`src/rtl/fetch_stage.sv`:
```
// fetch_stage: instruction-fetch stage of the Beta pipeline.
// This stage owns the program counter. It drives the word-aligned fetch
// address to the instruction ROM and registers the returned word into the
// IF/RF pipeline register. It also handles stall, redirect, illegal-op trap
// and interrupt entry, and produces the r30 (XP) writeback.
//
// Fetch events, highest priority first:
//   event    | meaning
//   EV_ILLOP | decode trapped the current if_instr; vector to ILLOP_ADDR
//   EV_REDIR | taken branch/JMP from decode; squash the wrong-path fetch
//   EV_IRQ   | interrupt accepted in user mode; vector to XADR_ADDR
//   EV_STALL | decode busy; freeze PC and IF/RF
//   EV_SEQ   | normal sequential fetch, PC += 4
module fetch_stage #(
  parameter logic [31:0] RESET_ADDR = 32'd0,
  parameter logic [31:0] ILLOP_ADDR = 32'd504,
  parameter logic [31:0] XADR_ADDR  = 32'd508,
  parameter logic [31:0] NOP_INSTR  = 32'h83FFF800
) (
  input  logic        clk,
  input  logic        reset,
  output logic [31:0] pc,
  input  logic [31:0] id,
  input  logic        stall,
  input  logic        redirect_valid,
  input  logic [31:0] redirect_target,
  input  logic        illop,
  input  logic        irq,
  output logic        if_valid,
  output logic [31:0] if_instr,
  output logic [31:0] if_pc_plus4,
  output logic        xp_we,
  output logic [31:0] xp_data,
  output logic        supervisor
);

  typedef enum logic [2:0] {
    EV_SEQ   = 3'd0,
    EV_STALL = 3'd1,
    EV_IRQ   = 3'd2,
    EV_REDIR = 3'd3,
    EV_ILLOP = 3'd4
  } fetch_event_t;

  localparam logic [31:0] SUP_BIT   = 32'h8000_0000;
  localparam logic [31:0] WORD_MASK = 32'hFFFF_FFFC;

  // Vectors always enter supervisor mode and are forced word aligned.
  localparam logic [31:0] RESET_PC = (RESET_ADDR | SUP_BIT) & WORD_MASK;
  localparam logic [31:0] ILLOP_PC = (ILLOP_ADDR | SUP_BIT) & WORD_MASK;
  localparam logic [31:0] XADR_PC  = (XADR_ADDR  | SUP_BIT) & WORD_MASK;

  // Architectural state.
  logic [31:0] r_pc;
  logic        r_if_valid;
  logic [31:0] r_if_instr;
  logic [31:0] r_if_pc_plus4;
  logic        r_xp_we;
  logic [31:0] r_xp_data;

  // Combinational next-state.
  fetch_event_t w_event;
  logic [31:0]  w_fetch_addr;
  logic [31:0]  w_pc_plus4;
  logic [31:0]  w_pc_next;
  logic         w_load_ifrf;
  logic         w_bubble;
  logic         w_xp_we_next;
  logic [31:0]  w_xp_data_next;
  logic         w_irq_accept;

  // Fetch address and its 31-bit incremented successor (wraps, no mode bit).
  always_comb begin
    w_fetch_addr = {1'b0, r_pc[30:0] & 31'h7FFF_FFFC};
    w_pc_plus4   = {1'b0, w_fetch_addr[30:0] + 31'd4};
  end

  // Pick the single winning event for this cycle by priority.
  always_comb begin
    // An interrupt can only be taken from user mode in a cycle that would
    // otherwise fetch sequentially; if blocked the level simply waits.
    w_irq_accept = irq & ~r_pc[31] & ~stall & ~illop & ~redirect_valid;
    w_event      = EV_SEQ;
    if (illop) begin
      w_event = EV_ILLOP;
    end else if (redirect_valid) begin
      w_event = EV_REDIR;
    end else if (w_irq_accept) begin
      w_event = EV_IRQ;
    end else if (stall) begin
      w_event = EV_STALL;
    end
  end

  // Next PC, IF/RF load control and XP writeback for the chosen event.
  always_comb begin
    w_pc_next      = {r_pc[31], w_pc_plus4[30:0]};
    w_load_ifrf    = 1'b1;
    w_bubble       = 1'b0;
    w_xp_we_next   = 1'b0;
    w_xp_data_next = r_xp_data;
    unique case (w_event)
      EV_ILLOP: begin
        w_pc_next      = ILLOP_PC;
        w_bubble       = 1'b1;
        w_xp_we_next   = 1'b1;
        w_xp_data_next = r_if_pc_plus4;
      end
      EV_REDIR: begin
        // User code can never promote itself into supervisor mode.
        w_pc_next = {redirect_target[31] & r_pc[31],
                     redirect_target[30:0] & 31'h7FFF_FFFC};
        w_bubble  = 1'b1;
      end
      EV_IRQ: begin
        // The word fetched this cycle is squashed; XP returns to it + 4.
        w_pc_next      = XADR_PC;
        w_bubble       = 1'b1;
        w_xp_we_next   = 1'b1;
        w_xp_data_next = w_pc_plus4;
      end
      EV_STALL: begin
        w_pc_next   = r_pc;
        w_load_ifrf = 1'b0;
      end
      default: begin
        w_pc_next = {r_pc[31], w_pc_plus4[30:0]};
      end
    endcase
  end

  // PC register; reset wins over every event.
  always_ff @(posedge clk) begin
    if (reset) begin
      r_pc <= RESET_PC;
    end else begin
      r_pc <= w_pc_next;
    end
  end

  // IF/RF pipeline register: load the ROM word, a bubble, or hold on stall.
  always_ff @(posedge clk) begin
    if (reset) begin
      r_if_valid    <= 1'b0;
      r_if_instr    <= NOP_INSTR;
      r_if_pc_plus4 <= 32'd0;
    end else if (w_bubble) begin
      r_if_valid    <= 1'b0;
      r_if_instr    <= NOP_INSTR;
      r_if_pc_plus4 <= 32'd0;
    end else if (w_load_ifrf) begin
      r_if_valid    <= 1'b1;
      r_if_instr    <= id;
      r_if_pc_plus4 <= w_pc_plus4;
    end
  end

  // XP writeback: single-cycle strobe, data held between traps.
  always_ff @(posedge clk) begin
    if (reset) begin
      r_xp_we   <= 1'b0;
      r_xp_data <= 32'd0;
    end else begin
      r_xp_we   <= w_xp_we_next;
      r_xp_data <= w_xp_data_next;
    end
  end

  // Output mapping.
  always_comb begin
    pc          = w_fetch_addr;
    supervisor  = r_pc[31];
    if_valid    = r_if_valid;
    if_instr    = r_if_instr;
    if_pc_plus4 = r_if_pc_plus4;
    xp_we       = r_xp_we;
    xp_data     = r_xp_data;
  end

endmodule

```
`config.mk`:
```
export PLATFORM = sky130hd
export DESIGN_NAME = fetch_stage
export DESIGN_NICKNAME = d
export VERILOG_FILES = /design/src/rtl/fetch_stage.sv
export SDC_FILE = /design/constraint.sdc
export NUM_CORES = 1
export LEC_CHECK = 0
export CAP_MARGIN = 20
export CORE_MARGIN = 10
export CORE_UTILIZATION = 45
export DETAILED_ROUTE_END_ITERATION = 8
export PLACE_DENSITY_LB_ADDON = 0.2
export SLEW_MARGIN = 20
export SYNTH_ARGS = -nofsm -noshare
export SYNTH_HDL_FRONTEND = slang
export SYNTH_SLANG_ARGS = --single-unit
```
`constraint.sdc`:
```
create_clock -name clk -period 2.5 [get_ports clk]
set_clock_uncertainty 0.1 [all_clocks]
set_input_delay 0.375 -clock clk [delete_from_list [all_inputs] [get_ports clk]]
set_output_delay 0.375 -clock clk [all_outputs]
set_load 0.005 [all_outputs]
```
==> flow_metrics.py <==
metrics = {
    "grt": {
        "initial_antenna_violation_count": 0,
        "grt_start_max_net_pins": 51,
        "via_count_of_the_first_global_routing_pass": 5769,
        "grt_pass1_wl_mm": 30.9,
        "grt.met1_usage_pct": 24.9,
        "grt-ovfl-total": 0,
        "grt.met2_usage_pct": 34.9,
        "grt.met3_usage_pct": 9.03,
        "global_route.peak_usage_layer": "met2",
        "globalRouteTotalUtil_pct": 21.7,
    },
    "power_and_ir_drop": {
        "worst_ir_drop_vdd_mv": 0.415,
        "power_per_cell_area_nw_per_um2": 593,
        "power.static_leakage_uw": 0.00302,
        "p_total_uw": 4860,
    },
    "critical_path": {
        "r2r-end": "xp_data[30]$_SDFFE_PP0P_",
        "worst-r2r-setup-slack_ns": 0.33,
        "worst-r2r-cell-count": 5,
        "rr_startpoint": "r_pc[15]$_SDFFE_PP0P_",
        "worstPathMaxFanout": 9,
        "cp_data_arrival_time_ns": 2.39,
        "critPathLaunch": "irq",
        "critical_path_destination": "r_pc[19]$_SDFFE_PP0P_",
        "startpoint_type": "input port",
        "worst-setup-path-type": "input port to flop",
        "critPathCaptureType": "flop",
        "required_ns": 2.68,
    },
    "flow_run": {
        "drv_cap": 0,
    },
    "sta": {
        "grt_setup_unrepaired": "false",
        "timing.max_slew.rel_slack_pct": 52.8,
        "min_period_ns": 2.21,
        "timing_max_transition_violations_final": 0,
        "finalCritPeriodShare_pct": 88.4,
        "fmax_ghz": 0.453,
        "finalSetupViolations": 0,
        "hold_viol": 0,
        "worst_slew_pin_slew_ns": 0.705,
        "worst_slack_ns": 0.291,
    },
    "clock_network": {
        "cts-buffers-inserted": 17,
        "cts_resized": 0,
        "holdBufCountCts": 0,
        "cts.sinks": 122,
        "cts.htree.levels": 4,
        "clock_tree_from_tritoncts": "yes",
        "clock_insertion_delay_worst_skew_ns": 0.42,
        "cts.repair_timing.setup_buffer_count": 0,
        "clock_tree.root_cell": "clkbuf_16",
        "clk_path_buf_depth": 2,
        "clk_pin_slew_worst_paths_ns": 0.06,
    },
    "routing": {
        "drt_drc_violations_left": 0,
        "drt-total-wl_mm": 19.3,
        "drt_iter0_drc": 423,
        "dr_total_vias": 5663,
        "drt-pass1-iter-count": 5,
        "ant_nets": 0,
        "post_drt_via_cell_ratio": 5.52,
        "routed_wire_length_per_instance_um": 18.8,
    },
    "logic_synthesis": {
        "yosys_warnings": 0,
        "yosysSeqAreaShare_pct": 43.8,
        "synth_async_sr_flop_share_pct": 0,
        "ys_dominant_reg_cell": "dfxtp_1",
        "synthesis.area_um2": 5580,
        "synth_enable_flop_cells": 0,
        "number_of_standard_cells_after_synthesis": 660,
        "synth.avg_cell_area_um2": 8.45,
        "synth.distinct_cells": 58,
        "synth-seq-cells": 122,
    },
    "floorplanning": {
        "start_util_pct": 46.2,
        "ios": 201,
        "dieWidth_um": 131,
        "rows": 40,
        "die_y_um": 131,
        "fp.coreArea_um2": 12100,
        "die_area_um2": 17200,
    },
    "placement": {
        "gp_routability_congestion": 0.950,
        "place_ws_ns": -0.0893,
        "port_buffers": 189,
        "hpwl_reported_at_the_end_of_detailed_placement_mm": 14.1,
        "dpl_cell_area_um2": 7650,
    },
    "min_path": {
        "min_path_type": "input port to flop",
    },
    "outcome": {
        "run_status": "complete, no violations",
    },
    "final_layout": {
        "post-route-util_pct": 67.9,
        "layout-drive-gt1-share_pct": 9.10,
        "layout.cell_area.non_filler_um2": 8190,
        "syn2layout_area_growth_pct": 46.9,
        "num-nets-final": 918,
        "diodes": 0,
    },
}
-- how the worst min path moves through the flow --
stage	depth (start not counted)	startpoint	endpoint	slack, ns
final	3	reset	xp_we$_SDFF_PP0_	0.33
after global routing	3	reset	xp_we$_SDFF_PP0_	0.36
after CTS	3	reset	xp_data[5]$_SDFFE_PP0P_	0.32
after detailed placement	2	if_instr[28]$_SDFFE_PP0P_	if_instr[28]$_SDFFE_PP0P_	0.35
after global placement	2	if_instr[28]$_SDFFE_PP0P_	if_instr[28]$_SDFFE_PP0P_	0.34
after floorplan	2	if_instr[0]$_SDFFE_PP0P_	if_instr[0]$_SDFFE_PP0P_	0.35
-- cell families (layout without fill, tap and decap cells) --
group                      count (synthesis)  after routing  share of synthesized area [%]
and+or+nand+nor                          256            256                           22.7
AOI/OAI and AO/OA                        173            173                           20.1
DFF                                      122            122                           43.8
buffers and inverters                     66            255                           6.35
xor gates and xnor gates                  28             28                           4.40
muxes                                     13             13                           2.33
adders and majority gates                  1              1                          0.224
other                                      1              9                         0.0673
-- registers in the layout, summed over array words and instances, names as in the netlist --
register / count
if_pc_plus4: 29
if_instr: 32
xp_we: 1
xp_data: 29
if_valid: 1
r_pc: 30
-- worst max-delay path: stages --
cell             delay (ns)
clkdlybuf4s50_1        0.49
or3b_2                 0.52
nand2_1                0.27
buf_4                  0.24
a21oi_1                0.06
o21ai_0                0.28
o31ai_1                0.14
-- layout by cell type (no fill, tap or decap), drive strengths merged, types with 20 or more instances in the layout --
| cell type | Yosys | layout |
|---|---|---|
| clkdlybuf4s50 | 0 | 187 |
| dfxtp | 122 | 122 |
| nand2 | 86 | 86 |
| nor2 | 59 | 59 |
| a211oi | 52 | 52 |
| a21oi | 44 | 44 |
| buf | 19 | 35 |
| o21ai | 32 | 32 |
| nand3 | 26 | 26 |
| xnor2 | 20 | 20 |
| nor2b | 20 | 20 |
| clkbuf | 42 | 20 |
-- layer usage --
metal / wire length [µm] / up-vias
met2: 9180 / 246
met5: 0 / -
met3: 1850 / 36
li1: - / 2715
met1: 7750 / 2666
met4: 506 / 0
-- synthesized netlist by cell type (all sizes together) (10+ instances only) --
master	count	area share, %
dfxtp	122	44
nand2	86	5.8
nor2	59	4.0
a211oi	52	7.1
a21oi	44	3.9
clkbuf	42	3.3
o21ai	32	2.9
nand3	26	2.3
nor2b	20	2.2
xnor2	20	3.1
buf	19	2.6
nor3	17	1.8
nand4	14	1.8
mux2i	13	2.3
a22oi	10	1.3
-- power breakdown --
group / total (µW) / switching (µW) / internal [µW]
combinational: 542 / 254 / 288
clock: 2250 / 842 / 1410
sequential: 2060 / 59.5 / 2000
-- final cells by class --
type,instances,area [µm²]
Sequential cell,122,2440
Inverter,4,15.0
Timing Repair Buffer,222,2150
Tap cell,168,210
Clock inverter,9,75.1
Clock buffer,20,467
Fill cell,1025,3870
Multi-Input combinational cell,480,2830
-- stage by stage --
step	std cells	hold WS, ns	TNS (ns)
after floorplan	668	0.348	0
after global placement	996	0.338	-0.113
after detailed placement	996	0.347	-0.372
after CTS	1025	0.320	0
after global routing	1025	0.357	0
final	1025	0.335	0
Power figures use the tool's default switching activity.
